`src/rtl/xmtr_pkg.sv`:
```
// Shared definitions for the xmtr transmitter and its matching receiver:
// header byte, FSM state encodings and bit-counter width.
package xmtr_pkg;

  // Header byte sent in front of every body byte (LSB first on the line).
  localparam logic [7:0] XMTR_MATCH = 8'hA5;

  // Bit counter width: 8 bits per header/body phase.
  localparam int CNT_W = 3;

  typedef enum logic [1:0] {
    IDLE = 2'd0,
    HEAD = 2'd1,
    BODY = 2'd2
  } xmtr_state_e;

  // True on the final bit of a header or body phase.
  function automatic logic last_bit(input logic [CNT_W-1:0] cnt);
    return &cnt;
  endfunction

endpackage

```
`src/rtl/xmtr_hold.sv`:
```
// Holding register for the transmitter: one-byte buffer with full and sticky
// overrun flags. A byte is accepted when the buffer is empty or is being
// drained into the shifter on the same edge; otherwise the byte is dropped
// and overrun is raised until the next accepted byte.
module xmtr_hold
  import xmtr_pkg::*;
(
  input  logic       clock,
  input  logic       reset,
  input  logic       load,
  input  logic [7:0] data_in,
  input  logic       take,
  output logic [7:0] hold_data,
  output logic       full,
  output logic       overrun
);

  logic       accept;
  logic [7:0] hold_q;
  logic       full_q;
  logic       overrun_q;

  assign accept    = load && (!full_q || take);
  assign hold_data = hold_q;
  assign full      = full_q;
  assign overrun   = overrun_q;

  // Flag register: accept sets full and clears overrun, rejected load sets
  // overrun, a drain without a new byte empties the buffer.
  always_ff @(posedge clock) begin
    if (reset) begin
      full_q    <= 1'b0;
      overrun_q <= 1'b0;
    end else if (accept) begin
      full_q    <= 1'b1;
      overrun_q <= 1'b0;
    end else if (load) begin
      overrun_q <= 1'b1;
    end else if (take) begin
      full_q    <= 1'b0;
    end
  end

  // Data register is not reset; it only matters while full is set.
  always_ff @(posedge clock) begin
    if (!reset && accept) begin
      hold_q <= data_in;
    end
  end

endmodule

```
`src/rtl/xmtr.sv`:
```
// Serial byte transmitter. Each frame is 16 line cycles: the MATCH header
// LSB first, then the body byte MSB first. A one-byte holding register
// (xmtr_hold) lets the writer queue the next byte during a frame so frames
// run back to back.
// Build option: define XMTR_GAP_EN to insert one idle cycle between frames.
//
// Handshake: load is a one-cycle strobe qualifying data_in; the writer must
// wait while full=1, a load while full=1 (without a same-edge drain) is
// dropped and sets the sticky overrun flag.
module xmtr
  import xmtr_pkg::*;
#(
  parameter logic [7:0] MATCH = XMTR_MATCH
) (
  input  logic        clock,
  input  logic        reset,
  input  logic [7:0]  data_in,
  input  logic        load,
  output logic        serial_out,
  output logic        busy,
  output logic        full,
  output logic        overrun,
  output xmtr_state_e state_dbg
);

`ifdef XMTR_GAP_EN
  localparam logic GAP = 1'b1;
`else
  localparam logic GAP = 1'b0;
`endif

  xmtr_state_e      state_q, state_d;
  logic [CNT_W-1:0] cnt_q, cnt_d, cnt_nxt;
  logic [7:0]       shift_q, shift_d;
  logic             serial_q, serial_d;
  logic             take;
  logic [7:0]       hold_data;

  xmtr_hold u_hold (
    .clock     (clock),
    .reset     (reset),
    .load      (load),
    .data_in   (data_in),
    .take      (take),
    .hold_data (hold_data),
    .full      (full),
    .overrun   (overrun)
  );

  assign cnt_nxt    = cnt_q + 1'b1;
  assign serial_out = serial_q;
  assign busy       = (state_q != IDLE);
  assign state_dbg  = state_q;

  // Next-state, counter, shifter and next line bit; serial_d is the value
  // the line shows during the next cycle.
  always_comb begin
    state_d  = state_q;
    cnt_d    = cnt_q;
    shift_d  = shift_q;
    serial_d = 1'b0;
    take     = 1'b0;
    case (state_q)
      IDLE: begin
        if (full) begin
          take     = 1'b1;
          shift_d  = hold_data;
          state_d  = HEAD;
          cnt_d    = '0;
          serial_d = MATCH[0];
        end
      end
      HEAD: begin
        if (last_bit(cnt_q)) begin
          state_d  = BODY;
          cnt_d    = '0;
          serial_d = shift_q[7];
          shift_d  = {shift_q[6:0], 1'b0};
        end else begin
          cnt_d    = cnt_nxt;
          serial_d = MATCH[cnt_nxt];
        end
      end
      BODY: begin
        if (!last_bit(cnt_q)) begin
          cnt_d    = cnt_nxt;
          serial_d = shift_q[7];
          shift_d  = {shift_q[6:0], 1'b0};
        end else if (full && !GAP) begin
          take     = 1'b1;
          shift_d  = hold_data;
          state_d  = HEAD;
          cnt_d    = '0;
          serial_d = MATCH[0];
        end else begin
          state_d  = IDLE;
          cnt_d    = '0;
        end
      end
      default: begin
        state_d = IDLE;
        cnt_d   = '0;
      end
    endcase
  end

  // Control state register; reset aborts any frame in flight.
  always_ff @(posedge clock) begin
    if (reset) begin
      state_q  <= IDLE;
      cnt_q    <= '0;
      serial_q <= 1'b0;
    end else begin
      state_q  <= state_d;
      cnt_q    <= cnt_d;
      serial_q <= serial_d;
    end
  end

  // Shift data register is not reset; it is reloaded at every frame start.
  always_ff @(posedge clock) begin
    if (!reset) begin
      shift_q <= shift_d;
    end
  end

endmodule

```
`config.mk`:
```
export PLATFORM = sky130hd
export DESIGN_NAME = xmtr
export DESIGN_NICKNAME = d
export VERILOG_FILES = /design/src/rtl/xmtr_pkg.sv /design/src/rtl/xmtr_hold.sv /design/src/rtl/xmtr.sv
export SDC_FILE = /design/constraint.sdc
export NUM_CORES = 1
export LEC_CHECK = 0
export BUFFER_PORTS_ARGS = -buffer_cell sky130_fd_sc_hd__buf_2
export CAP_MARGIN = 5
export CORE_MARGIN = 4
export CORE_UTILIZATION = 30
export CTS_CLUSTER_DIAMETER = 60
export CTS_CLUSTER_SIZE = 14
export DETAILED_ROUTE_END_ITERATION = 8
export SLEW_MARGIN = 0
export SYNTH_ARGS = -nofsm -noshare
export SYNTH_HDL_FRONTEND = slang
export SYNTH_SLANG_ARGS = --single-unit
```
`constraint.sdc`:
```
create_clock -name clock -period 2.05 [get_ports clock]
set_input_delay 0.5125 -clock clock [delete_from_list [all_inputs] [get_ports clock]]
set_output_delay 0.5125 -clock clock [all_outputs]
set_load 0.1 [all_outputs]
```
==> reports/summary.json <==
{
  "max_freq_mhz": 509,
  "worst_tran_pin_value_ns": 0.485,
  "critical_path.endpoint_type": "primary output",
  "number_of_antenna_repair_diodes": 0,
  "first_global_vias": 789,
  "synth.top_cell.area_share": 0.431,
  "synth_most_common_cell": "sky130_fd_sc_hd__edfxtp_1",
  "pwr-share-comb": 0.255,
  "synth-seq-cells": 24,
  "netlist_top_cells_count": "16 x sky130_fd_sc_hd__edfxtp_1, 11 x sky130_fd_sc_hd__nand2_1, 11 x sky130_fd_sc_hd__o21ai_1, 9 x sky130_fd_sc_hd__mux2i_1, 8 x sky130_fd_sc_hd__dfxtp_1",
  "postRouteAntennaNets": 0,
  "fin_area_um2": 1350,
  "pwr-share-clk": 0.237,
  "postCtsSetupRepairBufs": 0,
  "required_time_at_the_endpoint_of_the_critical_path_ns": 1.54,
  "start_kind": "flop",
  "powerDensity_nw_per_um2": 900,
  "numClockSinks": 24,
  "place_ws_ns": 0.313,
  "min_period_ns": 1.96,
  "post_synth_instance_area_um2": 1110,
  "synthesis.nets": 115,
  "switching_power_w": 0.000387,
  "cts-buffers-inserted": 3,
  "clock_network_latency_to_the_later_pin_of_the_worst_skew_pair_ns": 0.26,
  "path_clk_slew_ns": 0.09,
  "yosysSeqAreaShare": 0.575,
  "swShare": 0.320,
  "clk_path_buf_depth": 2,
  "routedWlPerCell_um": 12.5,
  "filler_cell_count": 349,
  "leading_register_cell_type_out_of_synthesis": "sky130_fd_sc_hd__edfxtp_1",
  "grt_first_pass_wirelength_um": 3510,
  "yosys-top-cells-area": "sky130_fd_sc_hd__edfxtp_1 43%, sky130_fd_sc_hd__dfxtp_1 14%, sky130_fd_sc_hd__mux2i_1 8.1%",
  "gr-total-overflow": 0,
  "cts_resized": 0,
  "layout.nets": 138,
  "synth-edff-count": 16,
  "worst_hold_path_type": "in -> reg",
  "detailedPlacementHpwl_um": 1570,
  "cap_violations": 0,
  "timing.final.hold_violations": 0,
  "top_level_ports": 17,
  "timing.clock.skew_ns": 0.00498,
  "postSynthCellCount": 98,
  "power.internal_w": 0.000824,
  "yosys_warnings": 0,
  "h-tree-depth": 1,
  "clock-root-buffer": "sky130_fd_sc_hd__clkbuf_8",
  "totalPowerFinal_w": 0.00121,
  "finalSetupViolCount": 0,
  "dpl_cell_area_um2": 1300,
  "place.gp.congestion": 0.754,
  "antenna_found_initial": 0,
  "placement.io_buffers": 16,
  "fp.coreArea_um2": 3470,
  "routed-via-count": 787,
  "yosys.area.top_type": "sky130_fd_sc_hd__edfxtp_1",
  "synth_async_sr_flop_share": 0,
  "slew_headroom": 0.679,
  "grt.total_usage": 0.100,
  "dr.pass1.iters": 4,
  "timing.final.max_slew_violations": 0,
  "num_rows": 21,
  "die-area_um2": 4760,
  "die_width_um": 69.0,
  "worstPathMaxFanout": 5,
  "grt_max_degree": 14,
  "layout-area-overhead-vs-synth_pct": 20.7,
  "postCtsHoldBufs": 0,
  "final.setup.tns_ns": 0,
  "irDropWorstVdd_v": 0.000639,
  "fp.dieH_um": 69.0,
  "cp.arrival_ns": 1.45,
  "tritoncts_clock_tree": "done",
  "remaining_drc_errors": 0,
  "detail_route.wirelength_um": 2070,
  "status": "finished, final reports clean",
  "seq_power_share": 0.508,
  "setup.worst_path.class": "reg -> out",
  "period_utilization_post_route": 0.958,
  "drive_above_1_share": 0.258,
  "leakage_nw": 0.512,
  "via_per_inst": 4.74,
  "syn_area_per_cell_um2": 11.4,
  "netlist-cell-type-count": 24,
  "unrepaired_setup_endpoints_after_global_routing": "no",
  "starting_density_of_the_core": 0.321,
  "drt-initial-drc-count": 58,
  "setup_ws_ns": 0.0867
}
## critical path, stage by stage, from the launching register on
cell	delay [ns]
sky130_fd_sc_hd__dfxtp_2	0.35
sky130_fd_sc_hd__inv_1	0.10
sky130_fd_sc_hd__ha_1	0.33
sky130_fd_sc_hd__clkinvlp_4	0.12
sky130_fd_sc_hd__clkbuf_4	0.28
## worst paths after layout
check	cells past startpoint	to	start	slack (ns)
min	1	u_hold.hold_data[3]$_DFFE_PP_	data_in[3]	0.42
min reg2reg	2	cnt_q[2]$_SDFFE_PP0P_	cnt_q[2]$_SDFFE_PP0P_	0.46
max	4	busy	state_dbg[1]$_SDFFE_PP0P_	0.09
max reg2reg	5	shift_q[1]$_DFFE_PP_	cnt_q[0]$_SDFFE_PP0P_	0.32
## registers in the layout, summed over array words and instances (netlist names)
| signal | cells |
|---|---|
| cnt_q | 3 |
| serial_out | 1 |
| shift_q | 8 |
| state_dbg | 2 |
| u_hold.full | 1 |
| u_hold.hold_data | 8 |
| u_hold.overrun | 1 |
## placed cells by master, fill, tap and decap left out
cell                         instances
sky130_fd_sc_hd__dfxtp_1             6
sky130_fd_sc_hd__a222oi_1            1
sky130_fd_sc_hd__nor2b_1             1
sky130_fd_sc_hd__inv_1               3
sky130_fd_sc_hd__mux2i_1             9
sky130_fd_sc_hd__a21boi_1            1
sky130_fd_sc_hd__nand3_1             3
sky130_fd_sc_hd__nand2b_1            3
sky130_fd_sc_hd__edfxtp_1           16
sky130_fd_sc_hd__buf_12              1
sky130_fd_sc_hd__a211oi_2            1
sky130_fd_sc_hd__ha_1                6
sky130_fd_sc_hd__xnor2_1             1
sky130_fd_sc_hd__o21ai_1            11
sky130_fd_sc_hd__a22oi_1             1
sky130_fd_sc_hd__nor2_1              6
sky130_fd_sc_hd__nand2_1            11
sky130_fd_sc_hd__buf_2              14
sky130_fd_sc_hd__o21a_2              1
sky130_fd_sc_hd__dfxtp_2             2
sky130_fd_sc_hd__nor2b_2             1
sky130_fd_sc_hd__nor3_1              2
sky130_fd_sc_hd__clkbuf_1            1
sky130_fd_sc_hd__clkbuf_4            1
sky130_fd_sc_hd__clkinvlp_4          1
sky130_fd_sc_hd__a21oi_4             1
sky130_fd_sc_hd__a21oi_1             7
sky130_fd_sc_hd__clkbuf_8            3
sky130_fd_sc_hd__inv_2               1
sky130_fd_sc_hd__buf_4               4
## layer usage
| layer | vias up | global-route usage | part of all wire |
|---|---|---|---|
| li1 | 397 | - | - |
| met1 | 368 | 0.112 | 0.44 |
| met2 | 20 | 0.179 | 0.49 |
| met3 | 2 | 0.0357 | 0.058 |
| met4 | 0 | 0.0292 | 0.0087 |
| met5 | - | 0 | 0 |
## final cells by class
cell class                      instances  area, um^2  share of cell area
Sequential cell                        24         643               0.478
Multi-Input combinational cell         67         449               0.334
Timing Repair Buffer                   20         128              0.0949
Tap cell                               46        57.6              0.0428
Clock buffer                            4        45.0              0.0335
Inverter                                5        22.5              0.0167
## metrics by stage
step / util / std cells / hold slack [ns]
final: 0.388 / 166 / 0.421
after global routing: 0.388 / 166 / 0.404
after CTS: 0.387 / 166 / 0.416
after detailed placement: 0.374 / 162 / 0.452
after global placement: 0.374 / 162 / 0.452
after floorplan: - / 98 / 0.436
## logic make-up (layout without fill, tap and decap cells)
kind of cell,after synthesis,count (layout),synth area share
AO/OA/AOI/OAI,24,24,0.132
XOR/XNOR,1,1,0.00786
adder cells (fa/ha/maj),6,6,0.0673
buffers and inverters,7,29,0.0269
flip-flops,24,24,0.575
multiplexers,9,9,0.0808
AND/OR/NAND/NOR,27,27,0.110
## power by group through the flow
stage / clock (W) / sequential [W] / combinational [W]
CTS: 0.000293 / 0.000615 / 0.000311
global placement: 0 / 0.000623 / 0.000299
detailed placement: 0 / 0.000626 / 0.000311
finish: 0.000287 / 0.000615 / 0.000309
global route: 0.000325 / 0.000621 / 0.000337
floorplan: 0 / 0.000670 / 0.000181
No activity file was read; power rests on OpenSTA's default activity.
